[src/rtl/mem_stage.sv]
// Memory-access stage: store interface, address checks, load extension and M/W register.
module mem_stage #(
    parameter logic [31:0] DM_BASE  = 32'h0000_0000,
    parameter logic [31:0] DM_END   = 32'h0000_2FFF,
    parameter logic [31:0] TC0_BASE = 32'h0000_7F00,
    parameter logic [31:0] TC1_BASE = 32'h0000_7F10,
    parameter logic [31:0] IG_BASE  = 32'h0000_7F20
) (
    input  logic        clk,
    input  logic        reset,
    input  logic [31:0] M_PC,
    input  logic [31:0] M_ins,
    input  logic [31:0] M_alu_res,
    input  logic [31:0] M_mlu_res,
    input  logic [31:0] M_rt_data,
    input  logic        M_ov,
    input  logic [31:0] M_cp0_rd,
    input  logic        req,
    input  logic [31:0] m_data_rdata,
    output logic [31:0] m_data_addr,
    output logic [31:0] m_data_wdata,
    output logic [3:0]  m_data_byteen,
    output logic [4:0]  M_excode,
    output logic [31:0] W_PC,
    output logic [31:0] W_ins,
    output logic [31:0] W_alu_res,
    output logic [31:0] W_mlu_res,
    output logic [31:0] W_mem_read,
    output logic [31:0] W_cp0_rd
);

    localparam logic [5:0] OP_LW  = 6'h23;
    localparam logic [5:0] OP_LH  = 6'h21;
    localparam logic [5:0] OP_LHU = 6'h25;
    localparam logic [5:0] OP_LB  = 6'h20;
    localparam logic [5:0] OP_LBU = 6'h24;
    localparam logic [5:0] OP_SW  = 6'h2B;
    localparam logic [5:0] OP_SH  = 6'h29;
    localparam logic [5:0] OP_SB  = 6'h28;

    localparam int unsigned TC_WIN = 12;
    localparam int unsigned IG_WIN = 4;

    localparam logic [4:0] EXC_NONE = 5'd0;
    localparam logic [4:0] EXC_ADEL = 5'd4;
    localparam logic [4:0] EXC_ADES = 5'd5;

    logic [5:0]  op;
    logic [1:0]  off;
    logic [31:0] tc0_off, tc1_off, ig_off, dm_off;
    logic        is_load, is_store, is_word, is_half;
    logic        in_dm, in_tc0, in_tc1, in_ig, in_timer, valid_addr, tc_count;
    logic        misaligned, adel, ades;
    logic [31:0] ext_data;

    logic [31:0] w_pc_q, w_pc_d;
    logic [31:0] w_ins_q, w_ins_d;
    logic [31:0] w_alu_q, w_alu_d;
    logic [31:0] w_mlu_q, w_mlu_d;
    logic [31:0] w_mem_q, w_mem_d;
    logic [31:0] w_cp0_q, w_cp0_d;

    assign op  = M_ins[31:26];
    assign off = M_alu_res[1:0];

    assign is_load  = (op == OP_LW) || (op == OP_LH) || (op == OP_LHU) ||
                      (op == OP_LB) || (op == OP_LBU);
    assign is_store = (op == OP_SW) || (op == OP_SH) || (op == OP_SB);
    assign is_word  = (op == OP_LW) || (op == OP_SW);
    assign is_half  = (op == OP_LH) || (op == OP_LHU) || (op == OP_SH);

    // Address windows, expressed as offsets from each base so wrap-around stays out.
    assign dm_off     = M_alu_res - DM_BASE;
    assign tc0_off    = M_alu_res - TC0_BASE;
    assign tc1_off    = M_alu_res - TC1_BASE;
    assign ig_off     = M_alu_res - IG_BASE;
    assign in_dm      = dm_off <= (DM_END - DM_BASE);
    assign in_tc0     = tc0_off < 32'(TC_WIN);
    assign in_tc1     = tc1_off < 32'(TC_WIN);
    assign in_ig      = ig_off < 32'(IG_WIN);
    assign in_timer   = in_tc0 || in_tc1;
    assign valid_addr = in_dm || in_timer || in_ig;
    assign tc_count   = (in_tc0 && (tc0_off[3:2] == 2'b10)) ||
                        (in_tc1 && (tc1_off[3:2] == 2'b10));

    assign misaligned = (is_word && (off != 2'b00)) || (is_half && off[0]);

    // Timers only accept full-word accesses, and their COUNT register is read-only.
    assign adel = is_load && (misaligned || M_ov || !valid_addr ||
                              (in_timer && (op != OP_LW)));
    assign ades = is_store && (misaligned || M_ov || !valid_addr ||
                               (in_timer && (op != OP_SW)) || tc_count);

    assign m_data_addr = M_alu_res;
    assign M_excode    = adel ? EXC_ADEL : (ades ? EXC_ADES : EXC_NONE);

    // Store byte enables and lane-replicated write data; faulting or flushed stores are masked.
    always_comb begin
        m_data_byteen = 4'b0000;
        m_data_wdata  = M_rt_data;
        case (op)
            OP_SW: m_data_byteen = 4'b1111;
            OP_SH: begin
                m_data_byteen = 4'b0011 << off;
                m_data_wdata  = {2{M_rt_data[15:0]}};
            end
            OP_SB: begin
                m_data_byteen = 4'b0001 << off;
                m_data_wdata  = {4{M_rt_data[7:0]}};
            end
            default: ;
        endcase
        if (ades || req) begin
            m_data_byteen = 4'b0000;
        end
    end

    // Select and extend the addressed byte/halfword of the read word.
    always_comb begin
        logic [7:0]  sel_b;
        logic [15:0] sel_h;
        sel_b    = m_data_rdata[7:0];
        sel_h    = off[1] ? m_data_rdata[31:16] : m_data_rdata[15:0];
        ext_data = m_data_rdata;
        case (off)
            2'd0:    sel_b = m_data_rdata[7:0];
            2'd1:    sel_b = m_data_rdata[15:8];
            2'd2:    sel_b = m_data_rdata[23:16];
            default: sel_b = m_data_rdata[31:24];
        endcase
        case (op)
            OP_LB:   ext_data = {{24{sel_b[7]}}, sel_b};
            OP_LBU:  ext_data = {24'h0, sel_b};
            OP_LH:   ext_data = {{16{sel_h[15]}}, sel_h};
            OP_LHU:  ext_data = {16'h0, sel_h};
            default: ext_data = m_data_rdata;
        endcase
    end

    // Next M/W contents: a CP0 request turns the slot into a bubble that keeps only the PC.
    always_comb begin
        w_pc_d  = M_PC;
        w_ins_d = M_ins;
        w_alu_d = M_alu_res;
        w_mlu_d = M_mlu_res;
        w_mem_d = ext_data;
        w_cp0_d = M_cp0_rd;
        if (req) begin
            w_ins_d = 32'h0;
            w_alu_d = 32'h0;
            w_mlu_d = 32'h0;
            w_mem_d = 32'h0;
            w_cp0_d = 32'h0;
        end
    end

    // M/W pipeline register; reset takes priority over the bubble.
    always_ff @(posedge clk) begin
        if (reset) begin
            w_pc_q  <= 32'h0;
            w_ins_q <= 32'h0;
            w_alu_q <= 32'h0;
            w_mlu_q <= 32'h0;
            w_mem_q <= 32'h0;
            w_cp0_q <= 32'h0;
        end else begin
            w_pc_q  <= w_pc_d;
            w_ins_q <= w_ins_d;
            w_alu_q <= w_alu_d;
            w_mlu_q <= w_mlu_d;
            w_mem_q <= w_mem_d;
            w_cp0_q <= w_cp0_d;
        end
    end

    assign W_PC       = w_pc_q;
    assign W_ins      = w_ins_q;
    assign W_alu_res  = w_alu_q;
    assign W_mlu_res  = w_mlu_q;
    assign W_mem_read = w_mem_q;
    assign W_cp0_rd   = w_cp0_q;

endmodule

[config.mk]
export PLATFORM = sky130hd
export DESIGN_NAME = mem_stage
export DESIGN_NICKNAME = d
export VERILOG_FILES = /design/src/rtl/mem_stage.sv
export SDC_FILE = /design/constraint.sdc
export NUM_CORES = 1
export LEC_CHECK = 0
export CAP_MARGIN = 20
export CORE_AREA = 2 2 190 192
export CTS_BUF_LIST = sky130_fd_sc_hd__clkbuf_2
export CTS_CLUSTER_DIAMETER = 200
export DETAILED_ROUTE_END_ITERATION = 6
export DIE_AREA = 0 0 192 194
export PLACE_DENSITY_LB_ADDON = 0.12
export RECOVER_POWER = 25
export SLEW_MARGIN = 10
export SYNTH_ARGS = -nofsm -noshare
export SYNTH_HDL_FRONTEND = slang
export SYNTH_SLANG_ARGS = --single-unit
[constraint.sdc]
create_clock -name clk -period 4.7 [get_ports clk]
set_input_delay 0.94 -clock clk [delete_from_list [all_inputs] [get_ports clk]]
set_output_delay 0.94 -clock clk [all_outputs]
set_load 0.02 [all_outputs]
==> impl_metrics.env, run 1 <==
export IMPL_firstDrtPassIters=5
export IMPL_synthCells=793
export IMPL_cp_num_cells=14
export IMPL_place_ws_ps=-999.1
export IMPL_criticalPathCategory="in2out"
export IMPL_cts_buffers=17
export IMPL_fmax_mhz=219.6
export IMPL_dpl_hpwl_um=27020
export IMPL_setup_viol=0
export IMPL_first_global_vias=7926
export IMPL_powerDensity_nw_per_um2=252.6
export IMPL_clk_path_buf_depth=2
export IMPL_wl_per_cell_um=18.87
export IMPL_synth_flop_cell="dfxtp_1"
export IMPL_synth_cell_types=67
export IMPL_worst_slack_ps=145.3
export IMPL_nets=1576
export IMPL_rows=69
export IMPL_clock_sinks=192
export IMPL_drtIter0Drc=336
export IMPL_drive_gt1_frac=0.1694
export IMPL_arrival_ps=3610
export IMPL_outcome="finished with violations"
export IMPL_cts_tree="built"
export IMPL_path_buf_inv=5
export IMPL_syn_mean_instance_area_um2=9.576
export IMPL_irDropWorstVdd_mv=0.1536
export IMPL_cp_max_fo=5
export IMPL_endpoint="m_data_byteen[2]"
export IMPL_max_slew_worst_pin_slew_ps=2205
export IMPL_io_buffers=489
export IMPL_io_pins=493
export IMPL_async_flop_share=0
export IMPL_crit_family="compound AO/OA/AOI/OAI gates"
export IMPL_grtUsageTotal=0.1793
export IMPL_failed_checks="capacitance limit, slew limit"
export IMPL_grt_max_degree=67
export IMPL_relSlewSlack=-0.4700
export IMPL_finalCritPeriodShare=0.9691
export IMPL_cts_root_buf="clkbuf_2"
export IMPL_synth_edff_count=0
export IMPL_cp_common_cell="buf_4"
export IMPL_vias_per_cell=4.250
export IMPL_period_minus_slack_ps=4555
export IMPL_dieHeight_um=194
export IMPL_slowest_delay_ps=380
export IMPL_finalHoldViolCount=0
export IMPL_synth_warnings=0
export IMPL_maxSlewViolCount=149
export IMPL_seq_area_frac_synth=0.5062
export IMPL_area_delta_synth_final_pct=85.42
export IMPL_htreeDepth=4
export IMPL_fp_dieArea_um2=37250
export IMPL_hp_class="in2reg"
export IMPL_max_cap_violations=3
export IMPL_grt_pass1_wl_um=50000
export IMPL_critPathSlowestCell="a2111oi_2"
export IMPL_finalNonFillerCells=1822
export IMPL_required_ps=3760
export IMPL_coreArea_um2=35220
export IMPL_worstPathCellList="dlygate4sd2_1, inv_2, ha_2, nand2b_4, xnor2_1, a2111oi_2, buf_4, o2111ai_2, nor4_1, buf_4, a41oi_4, o21a_4, nor4_2, buf_4"
export IMPL_cp_startpoint="M_alu_res[5]"
export IMPL_start_util=0.2156
export IMPL_place_gp_congestion=0.8925
export IMPL_dp_cells=1780
export IMPL_antenna_found_initial=1
export IMPL_start_kind="primary input"
export IMPL_critPathCaptureType="primary output"
export IMPL_routed_wl_um=34390
export IMPL_die_w_um=192
export IMPL_setup_tns_ps=0
export IMPL_clkTransAtPathRegs_ps=290
export IMPL_detail_route_antenna_nets=0
export IMPL_drc_errors=0
export IMPL_power_w=0.003557
export IMPL_syn_area_um2=7594
export IMPL_grt_overflow=0
export IMPL_vias=7744
export IMPL_ys_ff_latch=192
export IMPL_leakage_nw=5.530
[how the worst min path moves through the flow]
stage | startpoint | cells past startpoint | end
finish | M_alu_res[23] | 2 | W_alu_res[23]
global route | M_alu_res[23] | 2 | W_alu_res[23]
CTS | M_alu_res[5] | 4 | W_alu_res[5]
detailed placement | M_PC[4] | 2 | W_PC[4]
global placement | M_PC[10] | 2 | W_PC[10]
floorplan | reset | 1 | W_PC[0]
[Yosys cell counts, drive strengths merged (2+ instances only)]
cell       n  share of area
a32o       5         0.0066
or2        2         0.0016
nor2      54          0.027
nand2b     8         0.0066
nor4      15          0.015
nand2     45          0.022
nor4b      3         0.0035
a2111oi    4         0.0087
mux2      18          0.027
o41ai      2         0.0023
or3        6         0.0049
and3       3         0.0025
a21oi     52          0.034
xnor2      6         0.0069
buf       48          0.046
nand3      7         0.0046
and2     117          0.096
a21o       2         0.0020
o21ai     18          0.012
a41o       2         0.0026
o2111ai    3         0.0035
nor3      17          0.013
dfxtp    192           0.51
mux4       3         0.0089
ha         2         0.0033
o221ai     2         0.0023
mux2i     14          0.018
nand4      7         0.0058
clkbuf    39          0.019
xor2       3         0.0035
o211ai     3         0.0030
and4       2         0.0023
a31oi      9         0.0074
or4        2         0.0025
nor2b     37          0.030
a211oi     7         0.0076
o32ai      2         0.0023
inv       13         0.0064
nand4b     2         0.0023
[per-stage QoR]
stage               utilization  hold WS (ps)  area (um^2)
finish                   0.3997         432.7        14080
global route             0.3996         278.8        14070
global placement         0.3835          1500        13510
CTS                      0.3938         442.6        13870
floorplan                     -          1012         7601
detailed placement       0.3835          1501        13510
[registers in the layout, indices dropped and copies added (netlist names)]
signal      flops
W_mlu_res      32
W_mem_read     32
W_alu_res      32
W_ins          32
W_PC           32
W_cp0_rd       32
[timing repair]
item                       CTS  global route
buffers inserted             3             5
resized for setup           57            36
setup endpoints to repair    6             5
cloned                       0             0
pin swaps                   14            15
hold endpoints to repair     0             0
hold buffers                 0             0
[layer usage]
metal | global-route usage | wire, um | vias up
met2 | 0.3224 | 17470 | 356
met1 | 0.1995 | 13290 | 3602
li1 | - | - | 3757
met5 | 0 | 0 | -
met4 | 0.05259 | 675 | 0
met3 | 0.05846 | 2944 | 29
[cell families after synthesis]
group           after synthesis  share of synthesized area
mux                          35                    0.05404
flops                       192                     0.5062
compound gates              124                     0.1109
fa+ha+maj                     2                   0.003295
buf+inv                     100                    0.07134
xor+xnor                      9                    0.01038
simple gates                330                     0.2434
other cells                   1                  0.0004938
[placed cells by master, fill, tap and decap left out, drive strengths merged, types with 4 or more instances in the layout]
| cell | n |
|---|---|
| clkdlybuf4s50 | 463 |
| dfxtp | 192 |
| buf | 132 |
| and2 | 117 |
| nor2 | 54 |
| a21oi | 52 |
| nand2 | 45 |
| nor2b | 37 |
| clkbuf | 23 |
| mux2 | 18 |
| o21ai | 18 |
| nor3 | 17 |
| inv | 17 |
| nor4 | 15 |
| mux2i | 14 |
| dlygate4sd2 | 10 |
| a31oi | 9 |
| dlymetal6s2s | 9 |
| nand2b | 8 |
| nand4 | 7 |
| nand3 | 7 |
| a211oi | 7 |
| xnor2 | 6 |
| or3 | 6 |
| a32o | 5 |
| bufinv | 4 |
| a2111oi | 4 |
[where the power goes]
| part | internal (W) | leakage (nW) | total [W] | switching [W] |
|---|---|---|---|---|
| logic | 0.000462 | 3.78 | 0.000855 | 0.000393 |
| registers | 0.00170 | 1.58 | 0.00172 | 0.0000187 |
| clock network | 0.000363 | 0.165 | 0.000979 | 0.000616 |
[layout make-up]
class | instances | area [um^2]
multi-input combinational | 503 | 3458
tap | 461 | 576.8
timing repair buffer | 619 | 5864
sequential | 192 | 3844
inverter | 13 | 48.80
clock inverter | 11 | 180.2
fill | 3615 | 21140
antenna | 3 | 7.507
clock buffer | 20 | 100.1
Power figures use the tool's default switching activity.
==> run 2, diff against run 1 <==
Settings changed: CAP_MARGIN 20 to default, MAX_ROUTING_LAYER from default to met4.
==> run 2 against run 1 <==
Effect of this change: the flow still finishes with violations (capacitance limit, slew limit); cell area fell by 0.34%; power decreased by 6.3%; clock-buffer cell count is 1 lower; sequential share of layout area is 0.093 points higher; combinational power barely moved; largest cell class unchanged.
==> impl_metrics.env, run 2 (same netlist as run 1, synthesis figures left out) <==
export IMPL_finalCritPeriodShare=0.9789
export IMPL_area_delta_synth_final_pct=84.79
export IMPL_dpl_hpwl_um=27130
export IMPL_start_kind="primary input"
export IMPL_rows=69
export IMPL_max_cap_violations=1
export IMPL_leakage_nw=5.497
export IMPL_firstDrtPassIters=5
export IMPL_p_clk_frac=0.227
export IMPL_grtUsageTotal=0.1847
export IMPL_grt_overflow=0
export IMPL_grt_pass1_wl_um=49690
export IMPL_cts_root_buf="clkbuf_2"
export IMPL_p_int_w=0.002311
export IMPL_fmax_mhz=217.4
export IMPL_drive_gt1_frac=0.1723
export IMPL_vias_per_cell=4.246
export IMPL_hold_path_depth=3
export IMPL_setup_tns_ps=0
export IMPL_final_cell_mix="clkdlybuf4s50_1, dfxtp_1, buf_4"
export IMPL_detail_route_antenna_nets=0
export IMPL_irDropWorstVdd_mv=0.1221
export IMPL_cp_max_fo=5
export IMPL_arrival_ps=3660
export IMPL_top_layer="met4"
export IMPL_holdWs_ps=512.7
export IMPL_setup_viol=0
export IMPL_p_sw_frac=0.3066
export IMPL_period_minus_slack_ps=4601
export IMPL_start_util=0.2156
export IMPL_wl_met2_um=17140
export IMPL_finalHoldViolCount=0
export IMPL_drc_errors=0
export IMPL_clk_path_buf_depth=2
export IMPL_powerDensity_nw_per_um2=237.5
export IMPL_grt_max_degree=111
export IMPL_io_pins=493
export IMPL_coreArea_um2=35220
export IMPL_dieHeight_um=194
export IMPL_layout_commonest_cell="clkdlybuf4s50_1"
export IMPL_ctsHoldBuffers=0
export IMPL_drtIter0Drc=300
export IMPL_p_sw_w=0.001022
export IMPL_htreeDepth=4
export IMPL_pwr_share_seq=0.517
export IMPL_wl_met1_um=13310
export IMPL_max_slew_worst_pin_slew_ps=1737
export IMPL_place_gp_congestion=0.9082
export IMPL_clock_sinks=192
export IMPL_rsz0062_at_grt="true"
export IMPL_cts_buffers=17
export IMPL_relSlewSlack=-0.1579
export IMPL_min_delay_start="M_alu_res[5]"
export IMPL_first_global_vias=7890
export IMPL_outcome="finished with violations"
export IMPL_clkTransAtPathRegs_ps=280
export IMPL_nets=1570
export IMPL_route_met3_wl_um=3014
export IMPL_die_w_um=192
export IMPL_fp_dieArea_um2=37250
export IMPL_criticalPathCategory="in2out"
export IMPL_antenna_found_initial=3
export IMPL_vias=7711
export IMPL_wl_per_cell_um=18.88
export IMPL_hp_class="in2reg"
export IMPL_routed_wl_um=34280
export IMPL_io_buffers=489
export IMPL_cts_tree="built"
export IMPL_combPwrFrac=0.257
export IMPL_maxSlewViolCount=35
export IMPL_required_ps=3760
export IMPL_failed_checks="capacitance limit, slew limit"
export IMPL_hold_end="W_alu_res[5]"
export IMPL_critPathCaptureType="primary output"
## run 2: cell types whose count changed in the layout (fill, tap and decap cells not counted), moves of 3 or more
cell | previous run | this run
dlymetal6s2s_1 | 9 | 6
and2_1 | 96 | 117
buf_4 | 130 | 125
bufinv_16 | 4 | 0
clkdlybuf4s50_1 | 463 | 470
dlygate4sd2_1 | 10 | 5
clkinv_4 | 0 | 3
and2_0 | 21 | 0
## run 2: worst max path at each step
stage / endpoint / from
floorplan: m_data_byteen[2] / M_alu_res[17]
global placement: m_data_byteen[0] / M_alu_res[5]
detailed placement: m_data_byteen[0] / M_alu_res[5]
CTS: m_data_byteen[0] / M_alu_res[15]
global route: m_data_byteen[0] / M_alu_res[11]
finish: m_data_byteen[3] / M_alu_res[24]
## run 2: critical path: stages
cell             delay [ps]
clkdlybuf4s50_1         490
buf_4                   180
nor4bb_1                310
o2111ai_1               260
nor4_4                  270
o2111ai_2               190
o41ai_4                 350
nor3_1                  100
o21a_4                  170
a2111oi_4               190
buf_4                   200
## run 2: layout make-up
cell class	count	area, um^2
Tap cell	461	576.8
Multi-Input combinational cell	503	3535
Inverter	13	48.80
Sequential cell	192	3844
Antenna cell	3	7.507
Clock buffer	19	95.09
Clock inverter	12	87.58
Fill cell	3603	21190
Timing Repair Buffer	613	5838
## run 2: power groups by stage
stage                     registers [W]  clock network, W  logic (W)
after global routing            0.00173          0.000865   0.000910
after detailed placement        0.00175                 0   0.000843
final                           0.00172          0.000755   0.000856
after global placement          0.00175                 0   0.000848
after CTS                       0.00172          0.000810   0.000851
after floorplan                 0.00184                 0   0.000236
## run 2: per-stage QoR
step	cells	util	setup slack [ps]	area [um^2]	power [W]
after CTS	1806	0.3912	-4.391	13780	0.003385
final	1816	0.3984	99.18	14030	0.003333
after detailed placement	1774	0.3826	-977.0	13480	0.002595
after floorplan	795	-	319.4	7601	0.002078
after global placement	1774	0.3826	-988.6	13480	0.002599
after global routing	1815	0.3983	-17.48	14030	0.003506
## run 2: what timing repair did
item	4_1_cts	5_1_grt
setup endpoints to repair	6	6
pin swaps	16	16
setup buffers	1	7
resized for setup	61	37
## run 2: metal layers
| layer | vias to the layer above | global-route usage |
|---|---|---|
| li1 | 3741 | - |
| met1 | 3562 | 0.1984 |
| met2 | 365 | 0.3232 |
| met3 | 43 | 0.05882 |
| met4 | 0 | 0.05400 |
| met5 | - | - |
==> run 3, diff against run 2 <==
Settings changed: CAP_MARGIN from default to 20, REMOVE_ABC_BUFFERS from default to 1.
==> run 3 against run 2 <==
Effect of this change: the run still ends with capacitance limit, slew limit left; maximum frequency decreased by 0.76%; final cell count decreased by 0.28%; critical path depth decreased by 1; routed wire length decreased by 3.4%; largest power group unchanged.
==> impl_metrics.env, run 3 (same netlist as run 1, synthesis figures left out) <==
export IMPL_finalCritPeriodShare=0.9864
export IMPL_detail_route_antenna_nets=0
export IMPL_final_cell_mix="clkdlybuf4s50_1, dfxtp_1, buf_4"
export IMPL_post_route_util=0.3978
export IMPL_p_clk_frac=0.258
export IMPL_arrival_ps=3700
export IMPL_layout_commonest_cell="clkdlybuf4s50_1"
export IMPL_relSlewSlack=-0.5147
export IMPL_cp_max_fo=5
export IMPL_coreArea_um2=35220
export IMPL_drtIter0Drc=365
export IMPL_grtUsageTotal=0.1793
export IMPL_cts_root_buf="clkbuf_2"
export IMPL_placed_area_um2=13480
export IMPL_hp_class="in2reg"
export IMPL_routed_wl_um=33110
export IMPL_start_util=0.2156
export IMPL_area_delta_synth_final_pct=84.53
export IMPL_rows=69
export IMPL_vias_per_cell=4.257
export IMPL_vias=7709
export IMPL_clock_sinks=192
export IMPL_place_gp_congestion=0.8613
export IMPL_rsz0062_at_grt="false"
export IMPL_place_ws_ps=-793.8
export IMPL_p_int_w=0.002460
export IMPL_required_ps=3760
export IMPL_die_w_um=192
export IMPL_fp_dieArea_um2=37250
export IMPL_max_cap_violations=3
export IMPL_fillers=3605
export IMPL_cts_buffers=17
export IMPL_max_slew_worst_pin_slew_ps=2272
export IMPL_io_buffers=489
export IMPL_grtUsageMet2=0.3045
export IMPL_p_sw_frac=0.2897
export IMPL_maxSlewViolCount=185
export IMPL_grt_overflow=0
export IMPL_drc_errors=0
export IMPL_ctsHoldBuffers=0
export IMPL_p_sw_w=0.001003
export IMPL_multi_input_area_um2=3487
export IMPL_clkTransAtPathRegs_ps=250
export IMPL_grt_busiest_layer="met2"
export IMPL_htreeDepth=4
export IMPL_regArea_um2=3844
export IMPL_met3_usage=0.05955
export IMPL_outcome="finished with violations"
export IMPL_failed_checks="capacitance limit, slew limit"
export IMPL_cts_tree="built"
export IMPL_stdcell_area_um2=14010
export IMPL_fmax_mhz=215.7
export IMPL_grt_max_degree=113
export IMPL_dieHeight_um=194
export IMPL_finalHoldViolCount=0
export IMPL_pwr_share_seq=0.497
export IMPL_start_kind="primary input"
export IMPL_irDropWorstVdd_mv=0.1848
export IMPL_first_global_vias=7887
export IMPL_nets=1566
export IMPL_firstDrtPassIters=4
export IMPL_combPwrFrac=0.245
export IMPL_criticalPathCategory="in2out"
export IMPL_worst_slack_ps=63.76
export IMPL_dpl_hpwl_um=25900
export IMPL_clk_path_buf_depth=2
export IMPL_powerDensity_nw_per_um2=247.1
export IMPL_grt_pass1_wl_um=48580
export IMPL_drive_gt1_frac=0.1654
export IMPL_leakage_nw=5.442
export IMPL_critPathCaptureType="primary output"
export IMPL_antenna_found_initial=2
export IMPL_setup_viol=0
export IMPL_period_minus_slack_ps=4636
export IMPL_wl_per_cell_um=18.28
export IMPL_io_pins=493
export IMPL_met1_usage=0.1984
run 3: path summary, 6_finish.rpt:
check                      from                to  slack (ps)  cells past startpoint
hold / removal    M_alu_res[17]     W_alu_res[17]         600                      3
setup / recovery  M_alu_res[31]  m_data_byteen[1]          60                     10
run 3: power by group through the flow:
stage / sequential [W] / combinational, W / clock, W
final: 0.00172 / 0.000848 / 0.000894
after global routing: 0.00173 / 0.000904 / 0.00101
after CTS: 0.00172 / 0.000851 / 0.000956
after detailed placement: 0.00175 / 0.000838 / 0
after global placement: 0.00175 / 0.000840 / 0
after floorplan: 0.00184 / 0.000162 / 0
run 3: what timing repair did:
action,CTS,global route
pin swaps,19,14
setup endpoints to repair,6,6
setup buffers,3,3
gates resized for setup,67,28
run 3: metal layers:
layer	part of all wire	vias to the layer above
li1	-	3746
met1	0.39	3557
met2	0.50	369
met3	0.096	37
met4	0.019	0
met5	0	-
run 3: area by class of cell:
type                            instances  share of cell area
Tap cell                              461             0.04116
Inverter                               13            0.003482
Antenna cell                            2           0.0003572
Timing Repair Buffer                  609              0.4137
Multi-Input combinational cell        503              0.2489
Clock inverter                         13             0.01170
Sequential cell                       192              0.2743
Clock buffer                           18            0.006429
run 3: per-stage QoR:
stage	std cells	hold slack [ps]	setup TNS [ps]	total power, W
CTS	1806	448.5	0	0.003530
detailed placement	1773	1502	-4216	0.002590
floorplan	708	1012	0	0.002004
global route	1811	472.6	0	0.003644
finish	1811	601.4	0	0.003463
global placement	1773	1502	-4279	0.002591
run 3: worst max-delay path, cell delays in order:
cell             delay (ps)
clkdlybuf4s50_1         500
or4_1                   570
a21oi_2                 190
nand4_1                 120
nor4_1                  260
and4_1                  290
a41oi_2                  70
o21a_4                  290
a2111oi_4               270
buf_4                   190
